$ cat config.mk
export PLATFORM = sky130hd
export DESIGN_NAME = pipe_hazard_unit
export DESIGN_NICKNAME = d
export VERILOG_FILES = /design/src/rtl/pipe_hazard_unit.sv
export SDC_FILE = /design/constraint.sdc
export NUM_CORES = 1
export LEC_CHECK = 0
export CAP_MARGIN = 40
export CORE_UTILIZATION = 41
export DETAILED_ROUTE_END_ITERATION = 8
export PLACE_DENSITY = 0.67
export SYNTH_ARGS = -nofsm -noshare
export SYNTH_HDL_FRONTEND = slang
export SYNTH_SLANG_ARGS = --single-unit
$ cat constraint.sdc
create_clock -name Clk -period 6.05 [get_ports Clk]
set_input_delay 1.5125 -clock Clk [delete_from_list [all_inputs] [get_ports Clk]]
set_output_delay 1.5125 -clock Clk [all_outputs]
set_load 0.03 [all_outputs]
$ cat src/rtl/pipe_hazard_unit.sv
// pipe_hazard_unit: scoreboard-driven forwarding, load-use stall and branch flush control
// for a five-stage MIPS pipeline. Define HAZ_PERF_CNT_EN to add saturating stall/flush counters.
module pipe_hazard_unit #(
  parameter int AW       = 5,
  parameter int BR_STAGE = 2,
  parameter int CNT_W    = 32
) (
  input  logic          Clk,
  input  logic          Rst,
  input  logic          ValidD,
  input  logic [AW-1:0] RsD,
  input  logic [AW-1:0] RtD,
  input  logic          UseRsD,
  input  logic          UseRtD,
  input  logic [AW-1:0] WriteRegD,
  input  logic          RegWriteD,
  input  logic          MemtoRegD,
  input  logic          BranchTaken,
  output logic          StallF,
  output logic          StallD,
  output logic          FlushD,
  output logic          FlushE,
  output logic [1:0]    ForwardAE,
  output logic [1:0]    ForwardBE,
  output logic          ForwardAD,
  output logic          ForwardBD
`ifdef HAZ_PERF_CNT_EN
  ,
  output logic [CNT_W-1:0] StallCnt,
  output logic [CNT_W-1:0] FlushCnt
`endif
);

  // Scoreboard entries: _p0 = Execute, _p1 = Memory, _p2 = Writeback
  logic          vld_p0, vld_p1, vld_p2;
  logic          rw_p0, rw_p1, rw_p2;
  logic          mr_p0, mr_p1;
  logic [AW-1:0] dest_p0, dest_p1, dest_p2;
  logic [AW-1:0] rs_p0, rt_p0;

  logic src_p0, src_p1, src_p2;
  logic hit_p0, hit_p1;
  logic load_use, stall, squash;

  always_comb begin
    src_p0 = vld_p0 & rw_p0 & (|dest_p0);
    src_p1 = vld_p1 & rw_p1 & (|dest_p1);
    src_p2 = vld_p2 & rw_p2 & (|dest_p2);

    hit_p0 = (UseRsD && (RsD == dest_p0)) || (UseRtD && (RtD == dest_p0));
    hit_p1 = (UseRsD && (RsD == dest_p1)) || (UseRtD && (RtD == dest_p1));

    load_use = ValidD & ((src_p0 & mr_p0 & hit_p0) | (src_p1 & mr_p1 & hit_p1));
    // A taken branch discards the dependent instruction, so it never stalls
    stall  = load_use & ~BranchTaken;
    squash = BranchTaken && (BR_STAGE == 2);

    StallF = stall;
    StallD = stall;
    FlushD = Rst & BranchTaken;
    FlushE = Rst & (BranchTaken | stall);

    ForwardAE = (src_p1 && !mr_p1 && (dest_p1 == rs_p0)) ? 2'b10 :
                (src_p2 && (dest_p2 == rs_p0))           ? 2'b01 : 2'b00;
    ForwardBE = (src_p1 && !mr_p1 && (dest_p1 == rt_p0)) ? 2'b10 :
                (src_p2 && (dest_p2 == rt_p0))           ? 2'b01 : 2'b00;

    ForwardAD = src_p2 && (dest_p2 == RsD) && UseRsD;
    ForwardBD = src_p2 && (dest_p2 == RtD) && UseRtD;
  end

  // D -> E -> M -> W advance; only valid bits carry reset
  always_ff @(posedge Clk or negedge Rst) begin
    if (!Rst) begin
      vld_p0 <= 1'b0;
      vld_p1 <= 1'b0;
      vld_p2 <= 1'b0;
    end else begin
      vld_p0 <= ValidD & ~FlushE;
      vld_p1 <= vld_p0 & ~squash;
      vld_p2 <= vld_p1;
    end
  end

  always_ff @(posedge Clk) begin
    rw_p0   <= RegWriteD;
    mr_p0   <= MemtoRegD;
    dest_p0 <= WriteRegD;
    rs_p0   <= RsD;
    rt_p0   <= RtD;
    rw_p1   <= rw_p0;
    mr_p1   <= mr_p0;
    dest_p1 <= dest_p0;
    rw_p2   <= rw_p1;
    dest_p2 <= dest_p1;
  end

`ifdef HAZ_PERF_CNT_EN
  function automatic logic [CNT_W-1:0] sat_inc(input logic [CNT_W-1:0] v);
    return (&v) ? v : v + {{(CNT_W-1){1'b0}}, 1'b1};
  endfunction

  always_ff @(posedge Clk or negedge Rst) begin
    if (!Rst) begin
      StallCnt <= '0;
      FlushCnt <= '0;
    end else begin
      if (stall)       StallCnt <= sat_inc(StallCnt);
      if (BranchTaken) FlushCnt <= sat_inc(FlushCnt);
    end
  end
`endif

endmodule

==> results of run 1 <==
## registers in the layout, summed over array words and instances (netlist names)
name	flops
dest_p0	5
dest_p1	5
dest_p2	5
rs_p0	5
rt_p0	5
mr_p0	1
mr_p1	1
rw_p0	1
rw_p1	1
rw_p2	1
vld_p0	1
vld_p1	1
vld_p2	1
## stage by stage
stage / worst slack (ns) / hold WS (ns) / cell area (um^2) / std cells / utilization, %
final: 0.752 / 0.361 / 1880 / 211 / 55.5
after floorplan: 1.38 / 0.326 / 1480 / 136 / -
after global placement: 0.822 / 0.338 / 1800 / 203 / 53.0
after detailed placement: 0.733 / 0.340 / 1800 / 203 / 53.0
after CTS: 0.697 / 0.358 / 1880 / 211 / 55.5
after global routing: 0.598 / 0.366 / 1880 / 211 / 55.5
## power groups by stage
stage | Sequential (W) | Combinational, W | Clock [W]
after floorplan | 0.000241 | 0.0000456 | 0
after detailed placement | 0.000251 | 0.0000629 | 0
after global placement | 0.000251 | 0.0000614 | 0
after CTS | 0.000246 | 0.0000633 | 0.000175
final | 0.000246 | 0.0000627 | 0.000172
after global routing | 0.000248 | 0.0000692 | 0.000185
## synth_stat cells, drive strengths merged, types with 3 or more instances
cell type / n / share of area (%)
buf: 8 / 3.5
clkbuf: 3 / 0.76
dfrtp: 3 / 5.1
dfxtp: 30 / 41
nand2: 7 / 1.8
nand3: 3 / 1.0
nand4: 6 / 2.5
nor3: 3 / 1.0
nor4: 4 / 3.4
or4: 3 / 1.5
xnor2: 36 / 21
xor2: 14 / 8.3
## final timing paths
check,end,slack [ns],cells after the start
max,StallD,0.75,7
min,mr_p1$_DFF_P_,0.36,0
max reg2reg,vld_p0$_DFF_PN0_,4.37,4
min reg2reg,mr_p1$_DFF_P_,0.36,0
max in group asynchronous,vld_p2$_DFF_PN0_,4.47,1
min in group asynchronous,vld_p1$_DFF_PN0_,1.40,1
## cells by family after synthesis
logic type | after synthesis | synth area share, %
DFF | 33 | 45.6
xor gates and xnor gates | 50 | 29.6
buffers and inverters | 12 | 4.48
AOI/OAI and AO/OA | 8 | 5.33
and+or+nand+nor | 33 | 15.0
## layer usage
| layer | track usage [%] | share of wire (%) |
|---|---|---|
| met1 | 22.8 | 43 |
| met2 | 33.6 | 51 |
| met3 | 5.80 | 4.0 |
| met4 | 6.98 | 1.6 |
| met5 | 0 | 0 |
## cells in the final DEF (no fill, tap or decap), drive strengths merged
master	Yosys	final
a21oi	1	1
inv	1	1
nor3	3	3
dfxtp	30	30
o311a	1	1
nand2	7	7
o22ai	2	2
o211ai	1	1
nor2b	2	2
dfrtp	3	3
or4	3	3
nor3b	1	1
nand2b	1	1
or3	1	1
xor2	14	14
nor2	1	1
clkbuf	3	7
a31o	1	1
nor4	4	4
and2	1	1
clkdlybuf4s50	0	32
bufinv	0	1
o21bai	1	1
nand3	3	3
a32oi	1	1
nand4	6	6
xnor2	36	36
## cell type report
type / count / area, um^2
Tap cell: 46 / 57.6
Clock buffer: 7 / 55.1
Sequential cell: 33 / 676
Fill cell: 293 / 1510
Clock inverter: 1 / 30.0
Inverter: 1 / 3.75
Multi-Input combinational cell: 91 / 738
Timing Repair Buffer: 32 / 320
==> PnR_summary.wiki, run 1 <==
{| class="wikitable"
! Metric !! Value
|-
| Run status || completed
|-
| Power density cells || around 260 nW/um^2
|-
| Switching power total || 0.000114 W
|-
| Placement Rows || 21
|-
| Resize count post-CTS || 0
|-
| Highest fanout seen on the critical path || 4
|-
| Critical path launch point || RsD[2]
|-
| Worst stage delay on the critical path || 0.73 ns
|-
| Slowest CP cell || sky130_fd_sc_hd__clkdlybuf4s50_1
|-
| Wire length per cell after detailed routing || ~15 um
|-
| Relative slew slack || between 70% and 80%
|-
| Final WL || 3130 um
|-
| Count of state elements after synthesis || 33
|-
| Remaining global-route overflow || 0
|-
| Arrival time reported for the critical path endpoint || roughly 3.8 ns
|-
| Slew at the pin closest to its max-slew limit || between 0.3 and 0.4 ns
|-
| Mean post-synth cell area || 10.9 um^2
|-
| Y dimension of the die || ~62 um
|-
| Accumulated negative setup slack || 0 ns
|-
| VDD IR max || between 0.00015 and 0.0002 V
|-
| Count of port buffers added during placement || 32
|-
| Post-synthesis instance total || 136
|-
| Number of antenna violations at the first check in global routing || 0
|-
| Deepest clock path buffer count || 2
|-
| Number of buffers added by the clock tree synthesis step || 5
|-
| Layout Area Growth over Synthesis || 27.0%
|-
| Number of iterations in the first detailed-routing pass || 4
|-
| Fraction of final layout cells sized beyond drive strength 1 || 9.09%
|-
| Diode insertion count for antenna repair || 0
|-
| Global routing usage summed across all routing layers || between 10% and 20%
|-
| Internal Power || approximately 0.00037 W
|-
| Required time at the endpoint of the critical path || about 4.5 ns
|-
| Launch point of the worst hold path || mr_p0$_DFF_P_
|-
| Part of the Yosys area used for sequential elements || 45.6%
|-
| Detailed Route Iter0 Violations || 14
|-
| Buffers and inverters on the worst path || 2
|-
| Kind of critical path || in -> out
|-
| CTS tree || done
|-
| Clock latency at the later pin of the worst-skew pair || between 0.3 and 0.4 ns
|-
| Reported leakage power || approximately 0.67 nW
|-
| Cell type group with the largest total delay on the critical path || buffers and inverters
|-
| Clock tree root buffer cell || sky130_fd_sc_hd__clkbuf_4
|-
| Clock slew at reported path FFs || approximately 0.10 ns
|-
| Class of the worst hold path || reg -> reg
|-
| Number of DRC violations after detailed routing || 0
|-
| Wire length of the first global-routing pass || between 5000 and 6000 um
|-
| Number of warnings reported in the yosys synthesis log || 0
|-
| Sequential power share || between 50 and 60%
|-
| Sum of internal, switching and leakage power || 0.000481 W
|-
| Most instantiated flip-flop cell in the synthesis netlist || sky130_fd_sc_hd__dfxtp_1
|-
| Worst R2R Start || dest_p1[2]$_DFF_P_
|-
| Number of distinct library cells after synthesis || 28
|-
| Pin count of the biggest net entering global routing || 11
|-
| Via count || 1038
|-
| Final hold viol count || 0
|-
| Ratio of routed vias to standard cells || 4.92
|-
| Final net count || about 190
|-
| Number of clock sinks seen by CTS || 33
|-
| Post-CTS setup-driven buffer insertion count || 0
|-
| Horiz. Die Dim || 62.1 um
|-
| Number of nets still failing antenna checks after routing || 0
|-
| H-tree levels || 2
|-
| Placer Congestion || 0.785
|-
| Fmax || between 0.15 and 0.2 GHz
|-
| Syn Std Cell Area || between 1000 and 1500 um^2
|-
| Fraction of power spent switching nets || about a quarter
|-
| Number of nets produced by synthesis || around 160
|-
| Worst Clk Skew || between 0.003 and 0.004 ns
|-
| Final setup violating endpoints || 0
|-
| Vias in the first global route || 1051
|-
| Comb power frac || a little over an eighth
|-
| Shortest period the worst path allows || ~5.3 ns
|-
| Most repeated library cell on the critical path || sky130_fd_sc_hd__clkdlybuf4s50_1
|-
| Top Ports || 33
|-
| Placeable Area || 3390 um^2
|-
| Initial core utilization || ~44%
|-
| Cells traversed along the worst timing path || clkdlybuf4s50_1, xnor2_1, nand4_1, o22ai_1, a32oi_2, nor3b_1, clkdlybuf4s50_1
|-
| Share of power burned in the clock network || approximately 36%
|-
| Die area || between 3000 and 4000 um^2
|-
| Maximum capacitance violations || 0
|-
| CP Launch Type || input port
|-
| RSZ-0062 raised after global routing || false
|-
| Number of enable-type register cells in the synthesized netlist || 0
|-
| Share of the clock period used by the worst path || a little under 90%
|-
| Nature of the critical path endpoint || primary output
|-
| Async SR Flop Fraction || ~9%
|-
| Number of buffers added to fix hold violations after cts || 0
|-
| Number of max-slew violations in the final report || 0
|}
(Power assumes the default switching activity.)
==> run 2: changes to the inputs <==
CORE_UTILIZATION = 45   (was 41)
PLACE_DENSITY = 0.73   (was 0.67)
==> PnR_summary.wiki, run 2 (synthesis gave the netlist of run 1 again) <==
{| class="wikitable"
! Metric !! Value
|-
| # fillers || between 200 and 300
|-
| Final setup violating endpoints || 0
|-
| Horiz. Die Dim || just under 60 um
|-
| Arrival time reported for the critical path endpoint || 3.79 ns
|-
| Nature of the critical path endpoint || primary output
|-
| Number of max-slew violations in the final report || 0
|-
| Clock tree root buffer cell || sky130_fd_sc_hd__clkbuf_4
|-
| Clock latency at the later pin of the worst-skew pair || ~0.33 ns
|-
| Detailed Route Iter0 Violations || 17
|-
| RSZ-0062 raised after global routing || false
|-
| Kind of critical path || in -> out
|-
| Cells traversed along the worst timing path || clkdlybuf4s50_1, xnor2_1, nand4_1, o22ai_1, a32oi_2, nor3b_1, clkdlybuf4s50_1
|-
| Number of iterations in the first detailed-routing pass || 4
|-
| Fraction of final layout cells sized beyond drive strength 1 || approximately a tenth
|-
| H-tree levels || 2
|-
| CTS tree || done
|-
| Via count || ~1.0k
|-
| Clock slew at reported path FFs || around 0.090 ns
|-
| Accumulated negative setup slack || 0 ns
|-
| Worst R2R Start || dest_p1[2]$_DFF_P_
|-
| Post-CTS setup-driven buffer insertion count || 0
|-
| Most common library cell in the layout ignoring fill and taps || sky130_fd_sc_hd__xnor2_1
|-
| Deepest clock path buffer count || 2
|-
| Maximum capacitance violations || 0
|-
| Final Core Density || 60.5%
|-
| Number of DRC violations after detailed routing || 0
|-
| Y dimension of the die || a little under 60 um
|-
| Class of the worst hold path || reg -> reg
|-
| Capturing element of the worst setup path || StallD
|-
| Top Ports || 33
|-
| Worst r2r path cells || 4
|-
| Ratio of routed vias to standard cells || 4.97
|-
| Fmax || 0.189 GHz
|-
| Die area || approximately 3500 um^2
|-
| Diode insertion count for antenna repair || 0
|-
| Remaining global-route overflow || 0
|-
| Layout Area Growth over Synthesis || 25.9%
|-
| Most repeated library cell on the critical path || sky130_fd_sc_hd__clkdlybuf4s50_1
|-
| Levels on crit path || 7
|-
| Resize count post-CTS || 0
|-
| Vias in the first global route || ~1.1k
|-
| Count of port buffers added during placement || 32
|-
| Cell type group with the largest total delay on the critical path || buffers and inverters
|-
| Final hold viol count || 0
|-
| Most used cells in the layout excluding fill and tap cells || sky130_fd_sc_hd__xnor2_1 (36), sky130_fd_sc_hd__clkdlybuf4s50_1 (32), sky130_fd_sc_hd__dfxtp_1 (30)
|-
| Critical R2R Capture || vld_p0$_DFF_PN0_
|-
| Placer Congestion || about 0.80
|-
| Shortest period the worst path allows || 5.30 ns
|-
| Required time at the endpoint of the critical path || between 4 and 5 ns
|-
| Number of nets still failing antenna checks after routing || 0
|-
| Initial core utilization || between 40% and 50%
|-
| Buffers and inverters on the worst path || 2
|-
| Placeable Area || between 3000 and 4000 um^2
|-
| Placement Rows || 20
|-
| Final net count || about 190
|-
| Worst setup slack for register-to-register paths || around 4.4 ns
|-
| Reported leakage power || ~0.67 nW
|-
| Number of clock sinks seen by CTS || 33
|-
| Run status || completed
|-
| Relative slew slack || a little over two thirds
|-
| Number of buffers added to fix hold violations after cts || 0
|-
| Worst stage delay on the critical path || 0.72 ns
|-
| Critical path launch point || RsD[1]
|-
| Wire length per cell after detailed routing || between 10 and 15 um
|-
| Highest fanout seen on the critical path || 4
|-
| Seq. cell area || 676 um^2
|-
| Number of antenna violations at the first check in global routing || 0
|-
| Power density cells || approximately 240 nW/um^2
|-
| VDD IR max || between 0.0001 and 0.00015 V
|-
| Share of the clock period used by the worst path || between 80% and 90%
|-
| Slew at the pin closest to its max-slew limit || 0.453 ns
|-
| Slowest CP cell || sky130_fd_sc_hd__clkdlybuf4s50_1
|-
| Number of buffers added by the clock tree synthesis step || 5
|-
| Post-detail-place hpwl || between 2000 and 2500 um
|-
| Worst Clk Skew || around 0.0050 ns
|-
| CP Launch Type || input port
|-
| Final WL || approximately 3000 um
|-
| Global routing usage summed across all routing layers || 20.3%
|-
| Pin count of the biggest net entering global routing || 11
|-
| Area of the multi-input gates || approximately 740 um^2
|-
| Wire length of the first global-routing pass || about 4900 um
|}
run 2: cell type report:
class,instances,share of cell area [%]
Multi-Input combinational cell,91,39.6
Inverter,1,0.201
Timing Repair Buffer,32,17.2
Sequential cell,33,36.3
Tap cell,44,2.95
Clock buffer,7,3.49
Clock inverter,1,0.269
run 2: per-stage QoR:
| step | hold slack, ns | cells | setup slack (ns) | instance area [um^2] | power [W] |
|---|---|---|---|---|---|
| 3_5_place_dp | 0.341 | 201 | 0.753 | 1790 | 0.000314 |
| 5_1_grt | 0.367 | 209 | 0.583 | 1860 | 0.000464 |
| 3_3_place_gp | 0.334 | 201 | 0.853 | 1790 | 0.000312 |
| 6_report | 0.356 | 209 | 0.747 | 1860 | 0.000442 |
| 4_1_cts | 0.358 | 209 | 0.728 | 1860 | 0.000447 |
| 2_1_floorplan | 0.326 | 136 | 1.38 | 1480 | 0.000286 |
run 2: power by group:
| group | internal, W | switching, W |
|---|---|---|
| registers | 0.000230 | 0.0000160 |
| logic | 0.0000380 | 0.0000250 |
| clock network | 0.0000672 | 0.0000665 |
| total | 0.000335 | 0.000107 |
run 2: worst min path at each step:
| stage | start | end | slack (ns) | cells after the start |
|---|---|---|---|---|
| floorplan | dest_p1[1]$_DFF_P_ | dest_p2[1]$_DFF_P_ | 0.33 | 0 |
| global placement | rw_p0$_DFF_P_ | rw_p1$_DFF_P_ | 0.33 | 0 |
| detailed placement | mr_p0$_DFF_P_ | mr_p1$_DFF_P_ | 0.34 | 0 |
| CTS | mr_p0$_DFF_P_ | mr_p1$_DFF_P_ | 0.36 | 0 |
| global route | rw_p0$_DFF_P_ | rw_p1$_DFF_P_ | 0.37 | 0 |
| finish | mr_p0$_DFF_P_ | mr_p1$_DFF_P_ | 0.36 | 0 |
run 2: routing by layer:
metal	wire length [um]	GRT usage [%]	share of wire [%]	up-vias
li1	-	-	-	504
met1	1220	21.5	41	484
met2	1540	34.2	51	38
met3	133	5.24	4.5	12
met4	99	15.6	3.3	0
met5	0	0	0	-
==> run 3: changes to the inputs <==
CELL_PAD_IN_SITES_DETAIL_PLACEMENT = 0   (was unset)
CELL_PAD_IN_SITES_GLOBAL_PLACEMENT = 1   (was unset)
CORE_MARGIN = 10   (was unset)
CORE_UTILIZATION = 41   (was 45)
PLACE_DENSITY = unset   (was 0.73)
PLACE_DENSITY_LB_ADDON = 0.1   (was unset)
REMOVE_ABC_BUFFERS = 1   (was unset)
==> PnR_summary.wiki, run 3 (synthesis gave the netlist of run 1 again) <==
{| class="wikitable"
! Metric !! Value
|-
| Run status || completed
|-
| Final Core Density || a little over half
|-
| Initial core utilization || between 40 and 50%
|-
| Ratio of routed vias to standard cells || 4.84
|-
| Most repeated library cell on the critical path || sky130_fd_sc_hd__clkdlybuf4s50_1
|-
| Number of clock sinks seen by CTS || 33
|-
| Slew at the pin closest to its max-slew limit || between 0.5 and 0.6 ns
|-
| CP Launch Type || input port
|-
| Clock slew at reported path FFs || ~0.10 ns
|-
| Smallest setup slack after layout || ~0.75 ns
|-
| Wire length of the first global-routing pass || about 5500 um
|-
| Highest fanout seen on the critical path || 4
|-
| Seq. cell area || ~680 um^2
|-
| Final hold viol count || 0
|-
| Number of antenna violations at the first check in global routing || 0
|-
| Post-CTS setup-driven buffer insertion count || 0
|-
| Final setup violating endpoints || 0
|-
| Y dimension of the die || 80.1 um
|-
| Final WL || 3360 um
|-
| Number of buffers added to fix hold violations after cts || 0
|-
| Deepest clock path buffer count || 2
|-
| RSZ-0062 raised after global routing || false
|-
| Number of DRC violations after detailed routing || 0
|-
| Detailed Route Iter0 Violations || 38
|-
| Final net count || ~190
|-
| Shortest period the worst path allows || 5.30 ns
|-
| Power density cells || approximately 230 nW/um^2
|-
| Count of port buffers added during placement || 32
|-
| Worst Clk Skew || between 0.01 and 0.015 ns
|-
| Class of the worst hold path || reg -> reg
|-
| # fillers || around 340
|-
| Slowest CP cell || sky130_fd_sc_hd__clkdlybuf4s50_1
|-
| Number of nets still failing antenna checks after routing || 0
|-
| Accumulated negative setup slack || 0 ns
|-
| H-tree levels || 2
|-
| Share of the clock period used by the worst path || between 80 and 90%
|-
| Via count || a little over 1k
|-
| Placement Rows || 21
|-
| Pin count of the biggest net entering global routing || 11
|-
| Worst stage delay on the critical path || approximately 0.73 ns
|-
| Relative slew slack || between 60 and 70%
|-
| Diode insertion count for antenna repair || 0
|-
| Placeable Area || about 3400 um^2
|-
| Horiz. Die Dim || about 80 um
|-
| Required time at the endpoint of the critical path || around 4.5 ns
|-
| Remaining global-route overflow || 0
|-
| Layout Area Growth over Synthesis || 25.3%
|-
| Placed cell count || 203
|-
| Fraction of final layout cells sized beyond drive strength 1 || between 8 and 9%
|-
| Placer Congestion || about 0.86
|-
| Kind of critical path || in -> out
|-
| Clock latency at the later pin of the worst-skew pair || between 0.3 and 0.4 ns
|-
| Global routing usage summed across all routing layers || between 10% and 20%
|-
| Resize count post-CTS || 0
|-
| Number of buffers added by the clock tree synthesis step || 5
|-
| Wire length per cell after detailed routing || 15.9 um
|-
| Number of max-slew violations in the final report || 0
|-
| Top Ports || 33
|-
| CTS tree || done
|-
| Hold Worst Slack || roughly 0.36 ns
|-
| Buffers and inverters on the worst path || 2
|-
| Nature of the critical path endpoint || primary output
|-
| Number of iterations in the first detailed-routing pass || 3
|-
| Die area || about 6400 um^2
|-
| Post-layout instance count excluding filler cells || 211
|-
| Cells traversed along the worst timing path || clkdlybuf4s50_1, xnor2_1, nand4_1, o22ai_1, a32oi_2, nor3b_1, clkdlybuf4s50_1
|-
| Vias in the first global route || around 1.1k
|-
| Cell type group with the largest total delay on the critical path || buffers and inverters
|-
| Clock tree root buffer cell || sky130_fd_sc_hd__clkbuf_4
|-
| Area of the multi-input gates || 738 um^2
|-
| Dpl ws || between 0.7 and 0.8 ns
|-
| Maximum capacitance violations || 0
|-
| Fmax || around 0.19 GHz
|-
| VDD IR max || about 0.00015 V
|-
| Most common library cell in the layout ignoring fill and taps || sky130_fd_sc_hd__xnor2_1
|-
| Reported leakage power || around 0.66 nW
|-
| Arrival time reported for the critical path endpoint || roughly 3.8 ns
|-
| Most used cells in the layout excluding fill and tap cells || sky130_fd_sc_hd__xnor2_1 (36), sky130_fd_sc_hd__clkdlybuf4s50_1 (32), sky130_fd_sc_hd__dfxtp_1 (30)
|}
[run 3: final cells by class]
type,instances,area share [%]
clock buffer,8,3.17
sequential,33,36.4
multi-input combinational,91,39.8
timing repair buffer,32,17.3
inverter,1,0.202
tap,46,3.10
[run 3: path summary, 6_finish.rpt]
| path | start | to | slack, ns | cells after the start |
|---|---|---|---|---|
| max in group asynchronous | Rst | vld_p2$_DFF_PN0_ | 4.46 | 1 |
| worst min register to register | mr_p0$_DFF_P_ | mr_p1$_DFF_P_ | 0.36 | 0 |
| min in group asynchronous | Rst | vld_p1$_DFF_PN0_ | 1.40 | 1 |
| worst max register to register | dest_p1[2]$_DFF_P_ | vld_p0$_DFF_PN0_ | 4.39 | 4 |
| worst max-delay path | RtD[1] | StallF | 0.75 | 7 |
| worst min-delay path | mr_p0$_DFF_P_ | mr_p1$_DFF_P_ | 0.36 | 0 |
[run 3: per-stage QoR]
| stage | power (W) | instance area, um^2 |
|---|---|---|
| after CTS | 0.000436 | 1850 |
| after global routing | 0.000453 | 1850 |
| after floorplan | 0.000283 | 1420 |
| after global placement | 0.000313 | 1800 |
| after detailed placement | 0.000314 | 1800 |
| final | 0.000431 | 1850 |
[run 3: layer usage]
layer	part of all wire (%)	wire length (um)	track usage, %	vias up
li1	-	-	-	508
met3	4.5	150	3.23	4
met1	45	1510	12.9	488
met2	50	1670	18.9	22
met5	0	0	0	-
met4	0.80	27	3.17	0
[run 3: power breakdown]
group,internal (W),switching (W),leakage [nW]
sequential,0.000230,0.0000162,0.291
combinational,0.0000380,0.0000244,0.333
clock,0.0000573,0.0000657,0.0326
total,0.000325,0.000106,0.657
